===== config.mk =====
export PLATFORM = sky130hd
export DESIGN_NAME = bcd_calc_core
export DESIGN_NICKNAME = d
export VERILOG_FILES = /design/src/rtl/bcd_calc_core_pkg.sv /design/src/rtl/bcd_calc_core_bin2bcd_seq.sv /design/src/rtl/bcd_calc_core.sv
export SDC_FILE = /design/constraint.sdc
export NUM_CORES = 1
export LEC_CHECK = 0
export ABC_AREA = 1
export BUFFER_PORTS_ARGS = -buffer_cell sky130_fd_sc_hd__buf_2
export CAP_MARGIN = 20
export CORE_MARGIN = 2
export CORE_UTILIZATION = 40
export DETAILED_ROUTE_END_ITERATION = 7
export GPL_TIMING_DRIVEN = 0
export PLACE_DENSITY = 0.6
export SETUP_SLACK_MARGIN = 0.1
export SLEW_MARGIN = 20
export SYNTH_ARGS = -nofsm -noshare
export SYNTH_HDL_FRONTEND = slang
export SYNTH_HIERARCHICAL = 1
export SYNTH_SLANG_ARGS = --single-unit

===== constraint.sdc =====
create_clock -name clk -period 2.5 [get_ports clk]
set_input_delay 0.625 -clock clk [delete_from_list [all_inputs] [get_ports clk]]
set_output_delay 0.625 -clock clk [all_outputs]
set_load 0.005 [all_outputs]

===== src/rtl/bcd_calc_core_pkg.sv =====
// -----------------------------------------------------------------------------
// bcd_calc_core_pkg
// Shared definitions for the two-digit BCD calculator core:
//   - operator key codes (KEY_ADD, KEY_SUBTRACT, KEY_MULTIPLY, KEY_ENTER,
//     KEY_DIVIDE)
//   - FSM state encoding (IDLE, LOAD, EXEC, CONV, DONE)
//   - start-to-done latency constants (16 for ADD/SUB, 22 for MUL/DIV)
//   - helpers: BCD digit pair -> binary, one double-dabble iteration
// No ports (package).
// -----------------------------------------------------------------------------
package bcd_calc_core_pkg;

    localparam logic [3:0] KEY_ADD      = 4'hA;
    localparam logic [3:0] KEY_SUBTRACT = 4'hB;
    localparam logic [3:0] KEY_MULTIPLY = 4'hC;
    localparam logic [3:0] KEY_DIVIDE   = 4'hD;
    localparam logic [3:0] KEY_ENTER    = 4'hE;

    typedef enum logic [2:0] {
        IDLE = 3'd0,
        LOAD = 3'd1,
        EXEC = 3'd2,
        CONV = 3'd3,
        DONE = 3'd4
    } state_t;

    localparam int LAT_ADD_SUB = 16;
    localparam int LAT_MUL_DIV = 22;

    localparam int BIN_W      = 14;  // widest binary result: 99*99 = 9801
    localparam int BCD_W      = 16;  // four BCD digits
    localparam int CONV_STEPS = 14;  // one double-dabble shift per binary bit
    localparam int EXEC_STEPS = 7;   // one iteration per operand bit

    // Tens/ones BCD pair to binary. Only meaningful for digits 0..9.
    function automatic logic [6:0] bcd_pair_to_bin(input logic [3:0] tens,
                                                   input logic [3:0] ones);
        return 7'(7'(tens) * 7'd10 + 7'(ones));
    endfunction

    // One double-dabble iteration on {bcd[15:0], bin[13:0]}: add 3 to every
    // BCD nibble that is 5 or more, then shift the whole register left by one.
    function automatic logic [BCD_W+BIN_W-1:0] dabble_step(
        input logic [BCD_W+BIN_W-1:0] sr);
        logic [BCD_W+BIN_W-1:0] t;
        t = sr;
        for (int i = 0; i < 4; i++) begin
            if (t[BIN_W + 4*i +: 4] >= 4'd5) begin
                t[BIN_W + 4*i +: 4] = t[BIN_W + 4*i +: 4] + 4'd3;
            end
        end
        return {t[BCD_W+BIN_W-2:0], 1'b0};
    endfunction

endpackage


===== src/rtl/bcd_calc_core_bin2bcd_seq.sv =====
// -----------------------------------------------------------------------------
// bin2bcd_seq
// Sequential 14-bit double-dabble binary-to-BCD converter, one shift per edge,
// 14 shifts per run.
// Ports:
//   clk, rst_n   clock, asynchronous active-low reset
//   start        load bin and run (ignored while a run is in progress)
//   bin[13:0]    binary value, sampled on the start edge
//   done         high in the cycle whose closing edge performs the last shift
//   bcd[15:0]    converted value, valid while done is high
// The load edge also performs the first shift (the BCD field is still zero,
// so no correction is needed on that step). This lets the owner capture the
// finished value on the same edge as the 14th shift, using the combinational
// next-state of the shift register presented on bcd.
// -----------------------------------------------------------------------------
module bin2bcd_seq
    import bcd_calc_core_pkg::*;
(
    input  logic             clk,
    input  logic             rst_n,
    input  logic             start,
    input  logic [BIN_W-1:0] bin,
    output logic             done,
    output logic [BCD_W-1:0] bcd
);

    logic [BCD_W+BIN_W-1:0] sr;
    logic [BCD_W+BIN_W-1:0] sr_next;
    logic [3:0]             cnt;
    logic                   running;

    always_comb begin
        sr_next = dabble_step(running ? sr : {{BCD_W{1'b0}}, bin});
    end

    always_ff @(posedge clk or negedge rst_n) begin
        if (!rst_n) begin
            sr      <= '0;
            cnt     <= '0;
            running <= 1'b0;
        end else if (running) begin
            sr  <= sr_next;
            cnt <= cnt + 4'd1;
            if (cnt == 4'(CONV_STEPS - 1)) begin
                running <= 1'b0;
            end
        end else if (start) begin
            sr      <= sr_next;
            cnt     <= 4'd1;
            running <= 1'b1;
        end
    end

    assign done = running && (cnt == 4'(CONV_STEPS - 1));
    assign bcd  = sr_next[BCD_W+BIN_W-1:BIN_W];

endmodule


===== src/rtl/bcd_calc_core.sv =====
// -----------------------------------------------------------------------------
// bcd_calc_core
// Two-digit BCD calculator: A = digit3*10+digit2, B = digit1*10+digit0,
// op selects ADD, SUBTRACT (|A-B| with sign), MULTIPLY (7-step shift-add)
// and, when CALC_DIV_EN is defined, DIVIDE (7-step restoring, floor(A/B)).
// Without CALC_DIV_EN, KEY_DIVIDE is an unsupported op and reports err.
// Ports:
//   clk, rst_n                  clock, asynchronous active-low reset
//   digit3..digit0, op, start   request (sampled when start=1 in IDLE)
//   result3..result0            registered BCD result, result3 is the MSD
//   neg, err                    result sign (SUB only), invalid request flag
//   busy, done                  busy in LOAD/EXEC/CONV, done one cycle in DONE
//   state_dbg                   current FSM state for observation
// Handshake: start is a one-cycle request accepted only in IDLE (ignored
// elsewhere); every accepted start yields exactly one done pulse, busy is
// low during that pulse, and the next start may be given in the cycle after.
// Results, neg and err change only on the edge that enters DONE.
// -----------------------------------------------------------------------------
module bcd_calc_core
    import bcd_calc_core_pkg::*;
(
    input  logic       clk,
    input  logic       rst_n,
    input  logic [3:0] digit3,
    input  logic [3:0] digit2,
    input  logic [3:0] digit1,
    input  logic [3:0] digit0,
    input  logic [3:0] op,
    input  logic       start,
    output logic [3:0] result3,
    output logic [3:0] result2,
    output logic [3:0] result1,
    output logic [3:0] result0,
    output logic       neg,
    output logic       err,
    output logic       busy,
    output logic       done,
    output logic [2:0] state_dbg
);

    state_t             state, state_next;
    logic [3:0]         lat_d3, lat_d2, lat_d1, lat_d0, lat_op;
    logic [6:0]         a_conv, b_conv, a_bin, b_bin;
    logic [BIN_W-1:0]   acc, exec_value, mul_term;
    logic [2:0]         step_cnt;
    logic               neg_pend, neg_r, err_r;
    logic [BCD_W-1:0]   res_bcd, conv_bcd;
    logic               op_valid, exec_last, conv_start, conv_done;
`ifdef CALC_DIV_EN
    logic [6:0]         rem, rem_next;
    logic [7:0]         trial;
    logic               div_ge;
`endif

    // Datapath combinational logic
    always_comb begin
        a_conv   = bcd_pair_to_bin(lat_d3, lat_d2);
        b_conv   = bcd_pair_to_bin(lat_d1, lat_d0);

        op_valid = (lat_op == KEY_ADD) || (lat_op == KEY_SUBTRACT) ||
                   (lat_op == KEY_MULTIPLY);
`ifdef CALC_DIV_EN
        if (lat_op == KEY_DIVIDE && b_conv != 7'd0) begin
            op_valid = 1'b1;
        end
`endif
        if (lat_d3 > 4'd9 || lat_d2 > 4'd9 || lat_d1 > 4'd9 || lat_d0 > 4'd9) begin
            op_valid = 1'b0;
        end

        // Shift-add: step k adds A<<k when bit k of B is set.
        mul_term = b_bin[step_cnt] ? (14'(a_bin) << step_cnt) : '0;

`ifdef CALC_DIV_EN
        // Restoring division: the dividend shifts out of acc[6:0] MSB-first
        // while quotient bits shift in at the bottom.
        trial    = {rem, acc[6]};
        div_ge   = trial >= {1'b0, b_bin};
        rem_next = div_ge ? 7'(trial - {1'b0, b_bin}) : trial[6:0];
`endif

        exec_value = '0;
        exec_last  = 1'b1;
        case (lat_op)
            KEY_ADD:      exec_value = 14'(a_bin) + 14'(b_bin);
            KEY_SUBTRACT: exec_value = (a_bin >= b_bin) ? 14'(a_bin - b_bin)
                                                        : 14'(b_bin - a_bin);
            KEY_MULTIPLY: begin
                exec_value = acc + mul_term;
                exec_last  = (step_cnt == 3'(EXEC_STEPS - 1));
            end
`ifdef CALC_DIV_EN
            KEY_DIVIDE: begin
                exec_value = {7'd0, acc[5:0], div_ge};
                exec_last  = (step_cnt == 3'(EXEC_STEPS - 1));
            end
`endif
            default: ;
        endcase
    end

    // FSM next state. The converter is started on the edge that leaves EXEC,
    // fed directly with the final EXEC value.
    always_comb begin
        state_next = state;
        conv_start = 1'b0;
        case (state)
            IDLE: if (start) state_next = LOAD;
            LOAD: state_next = op_valid ? EXEC : DONE;
            EXEC: begin
                if (exec_last) begin
                    state_next = CONV;
                    conv_start = 1'b1;
                end
            end
            CONV: if (conv_done) state_next = DONE;
            DONE: state_next = IDLE;
            default: state_next = IDLE;
        endcase
    end

    always_ff @(posedge clk or negedge rst_n) begin
        if (!rst_n) begin
            state <= IDLE;
        end else begin
            state <= state_next;
        end
    end

    always_ff @(posedge clk or negedge rst_n) begin
        if (!rst_n) begin
            lat_d3   <= '0;
            lat_d2   <= '0;
            lat_d1   <= '0;
            lat_d0   <= '0;
            lat_op   <= '0;
            a_bin    <= '0;
            b_bin    <= '0;
            acc      <= '0;
            step_cnt <= '0;
            neg_pend <= 1'b0;
            res_bcd  <= '0;
            neg_r    <= 1'b0;
            err_r    <= 1'b0;
`ifdef CALC_DIV_EN
            rem      <= '0;
`endif
        end else begin
            case (state)
                IDLE: begin
                    if (start) begin
                        lat_d3 <= digit3;
                        lat_d2 <= digit2;
                        lat_d1 <= digit1;
                        lat_d0 <= digit0;
                        lat_op <= op;
                    end
                end
                LOAD: begin
                    a_bin    <= a_conv;
                    b_bin    <= b_conv;
                    acc      <= '0;
                    step_cnt <= '0;
                    neg_pend <= 1'b0;
`ifdef CALC_DIV_EN
                    rem      <= '0;
                    if (lat_op == KEY_DIVIDE) acc <= 14'(a_conv);
`endif
                    if (!op_valid) begin
                        res_bcd <= '0;
                        neg_r   <= 1'b0;
                        err_r   <= 1'b1;
                    end
                end
                EXEC: begin
                    acc      <= exec_value;
                    step_cnt <= step_cnt + 3'd1;
                    // Strict less-than: equal operands give +0, never -0.
                    neg_pend <= (lat_op == KEY_SUBTRACT) && (a_bin < b_bin);
`ifdef CALC_DIV_EN
                    rem      <= rem_next;
`endif
                end
                CONV: begin
                    if (conv_done) begin
                        res_bcd <= conv_bcd;
                        neg_r   <= neg_pend;
                        err_r   <= 1'b0;
                    end
                end
                default: ;
            endcase
        end
    end

    bin2bcd_seq u_conv (
        .clk   (clk),
        .rst_n (rst_n),
        .start (conv_start),
        .bin   (exec_value),
        .done  (conv_done),
        .bcd   (conv_bcd)
    );

    assign result3   = res_bcd[15:12];
    assign result2   = res_bcd[11:8];
    assign result1   = res_bcd[7:4];
    assign result0   = res_bcd[3:0];
    assign neg       = neg_r;
    assign err       = err_r;
    assign busy      = (state != IDLE) && (state != DONE);
    assign done      = (state == DONE);
    assign state_dbg = state;

endmodule


==> reports/metrics.yaml <==
status:
  status: "finished with violations"
  violations: "setup timing"
power:
  clkPwrFrac_pct: 11.0
  p_switching_uw: 6030
  p_leak_uw: 0.00501
  pwr-share-seq_pct: 23.7
  powerDensity_nw_per_um2: 1320
  cellInternalPower_uw: 6180
  ir_drop_mv: 0.780
  switching_share_pct: 49.4
  comb_power_share_pct: 65.3
yosys:
  synthAdderAreaFrac_pct: 11.1
  synthMuxAreaShare_pct: 2.07
  syn-num-nets: 1133
  yosysWarnings: 6
  synth_top_area_share_pct: 35.1
  yosysTopAreaCell: "dfrtp_1"
  yosysSeqAreaShare_pct: 35.1
  ys_seq_elements: 107
  ys_types: 42
  synth_top_family_by_area: "simple AND/OR/NAND/NOR gates"
  synthCells: 1047
  synthSimpleGateAreaFrac_pct: 29.7
  postSynth.asyncResetShare_pct: 100
  synth_edf_count: 0
  ys_top_cells_by_count: "nand2_1 (328), inv_1 (135), dfrtp_1 (107), nand3_1 (95), nor2_1 (72)"
  syn_area_um2: 7620
  synth_top_flop_cell: "dfrtp_1"
  post_synth.cell_area_avg_um2: 7.28
  synth.most_common_cell: "nand2_1"
  yosys-top-cells-area: "dfrtp_1 (35%), nand2_1 (16%), ha_1 (9.0%), inv_1 (6.6%), nand3_1 (6.2%)"
  synthXorXnorAreaFrac_pct: 1.61
  synth_compound_area_share_pct: 10.0
clock_tree:
  clkSinkCount: 107
  htreeDepth: 3
  cts.hold.buffers_added: 0
  clk_latency_ns: 0.36
  numCtsBuffers: 9
  cts_tree: "yes"
  clk_pin_slew_ns: 0.07
  clockBufferDepth: 2
  cts-root-buf: "clkbuf_16"
worst_setup_path:
  critPathMaxFanout: 5
  start_kind: "flip-flop"
  critPathBufInv: 5
  critPathKind: "flip-flop to flip-flop"
  cpPeakStageDelay_ns: 0.40
  cp.required_ns: 2.78
  end_kind: "flip-flop"
  cp.arrival_ns: 3.16
  cpMaxStageDelayCell: "dfrtp_1"
  worstPathCellList: "buf_6, buf_8, o21ai_4, nand2_1, o21ai_2, nor2_1, o21ai_4, inv_2, ha_4, nand2_2, inv_2, a21oi_2, nor2_1, nor2_1, nand2_1, nand2_1, nand3_2, nand2_2, nand2_2, buf_4, a31oi_1"
  cp_top_family: "simple AND/OR/NAND/NOR gates"
placement:
  pre_cts_slack_ns: -0.570
  gp_congestion: 0.912
  io_buffers: 45
  placedCellCount: 1327
  hpwl_um: 15100
global_routing:
  grt_first_pass_wirelength_um: 32600
  antenna_found_initial: 0
  grt_max_degree: 76
  overflow: 0
  grt_pass1_vias: 6625
  grt_usage_pct: 20.1
sta:
  slew_violations: 0
  fin_setup_tns_ns: -4.87
  setup_ws_ns: -0.376
  period_minus_slack_ns: 2.88
  rsz0062_at_grt: "true"
  setup_viol: 25
  tightest_slew_ns: 0.756
  max_freq_ghz: 0.348
  slew_headroom_pct: 49.4
  hold_viol: 0
  fin_crit_sh_pct: 115
  holdWs_ns: 0.145
  finalClockSkew_ns: 0.00773
route:
  postRouteAntennaNets: 0
  wire_per_inst_um: 14.5
  drc_errors: 0
  dr.pass1.iters: 5
  vias_per_cell: 5.05
  routed_wl_um: 19800
  vias: 6915
  drtIter0Drc: 469
floorplan:
  rows: 50
  io_pins: 46
  core-area_um2: 18700
  dieWidth_um: 142
  start_util_pct: 40.8
  die_y_um: 142
  die_area_um2: 20200
min_path:
  worstHoldPathType: "input pin to asynchronous set/reset pin"
flow_run:
  drv_cap: 0
layout:
  nets: 1217
  syn_to_final_growth_pct: 21.6
  diodes: 0
  nFillCells: 1817
  finalNonFillerCells: 1370
  drive_above_1_share_pct: 23.5
-- kinds of logic after synthesis --
kind of cell	count (synthesis)
muxes	14
buffers and inverters	181
AOI/OAI and AO/OA	135
xor gates and xnor gates	14
DFF	107
and+or+nand+nor	533
adders and majority gates	63
-- worst paths after layout --
check,from,to,depth (start not counted),slack [ns]
max,step_cnt[0],u_conv/sr[14],21,-0.38
min,rst_n,res_bcd[10],1,0.14
max reg2reg,step_cnt[0],u_conv/sr[14],21,-0.38
min reg2reg,res_bcd[7],res_bcd[7],2,0.47
max in group asynchronous,rst_n,b_bin[1],2,1.67
min in group clk,res_bcd[7],res_bcd[7],2,0.47
-- area by class of cell --
class                      instances  area, um2  share of cell area (%)
multi-input combinational        759       4670                    50.4
sequential                       107       2680                    28.9
clock inverter                     7       52.6                   0.567
timing repair buffer              73        510                    5.50
clock buffer                       9        225                    2.43
inverter                         139        539                    5.81
buffer                            42        299                    3.22
tap                              234        293                    3.16
-- repair_timing --
action / in CTS / in global routing
cloned: 1 / 0
setup endpoints to repair: 27 / 50
setup buffers: 19 / 10
gates resized for setup: 87 / 53
pin swaps: 43 / 33
-- state kept, by name (all words and copies together), names as in the netlist, 3 cells and up --
| register | cells |
|---|---|
| a_bin | 7 |
| lat_d3 | 4 |
| lat_d0 | 4 |
| lat_op | 4 |
| acc | 14 |
| res_bcd | 16 |
| u_conv/cnt | 4 |
| lat_d1 | 4 |
| state_dbg | 3 |
| step_cnt | 3 |
| b_bin | 7 |
| u_conv/sr | 29 |
| lat_d2 | 4 |
-- cell usage in the layout (no fill, tap or decap), drive strengths merged, types with 8 or more instances in the layout --
master  instances
ha             55
a21oi          33
nand4          10
a22oi           8
dfrtp         107
mux2           14
inv           140
clkbuf         19
buf           105
nor2           79
nand2         334
o21ai          67
nand3          99
fa              8
-- metal layers --
layer	vias up	wire length [um]	GRT usage, %	share of wire [%]
li1	3519	-	-	-
met1	3253	9530	27.9	48
met2	117	9450	32.8	48
met3	26	534	3.23	2.7
met4	0	329	5.58	1.7
met5	-	0	0	0
-- power groups by stage --
stage                     registers [uW]  logic (uW)  clock network, uW
after floorplan                     2740        5360                  0
after global placement              2890        6890                  0
after detailed placement            2900        6950                  0
after CTS                           2890        7600               1390
after global routing                2980        8970               1460
final                               2890        7980               1350
-- stage by stage --
stage / total power, uW / area [um2] / util [%]
2_1_floorplan: 8100 / 7710 / -
3_3_place_gp: 9780 / 8230 / 44.0
3_5_place_dp: 9850 / 8260 / 44.2
4_1_cts: 11900 / 9000 / 48.1
5_1_grt: 13400 / 9270 / 49.6
6_report: 12200 / 9270 / 49.6
-- worst register-to-register path, stage by stage, from the launching register on --
cell and delay, ns:
dfrtp_1 0.40, buf_6 0.15, buf_8 0.14, o21ai_4 0.17
nand2_1 0.10, o21ai_2 0.08, nor2_1 0.10, o21ai_4 0.15
inv_2 0.06, ha_4 0.25, nand2_2 0.08, inv_2 0.04
a21oi_2 0.14, nor2_1 0.05, nor2_1 0.16, nand2_1 0.07
nand2_1 0.07, nand3_2 0.06, nand2_2 0.12, nand2_2 0.09
buf_4 0.15, a31oi_1 0.16
Power figures use the tool's default switching activity.
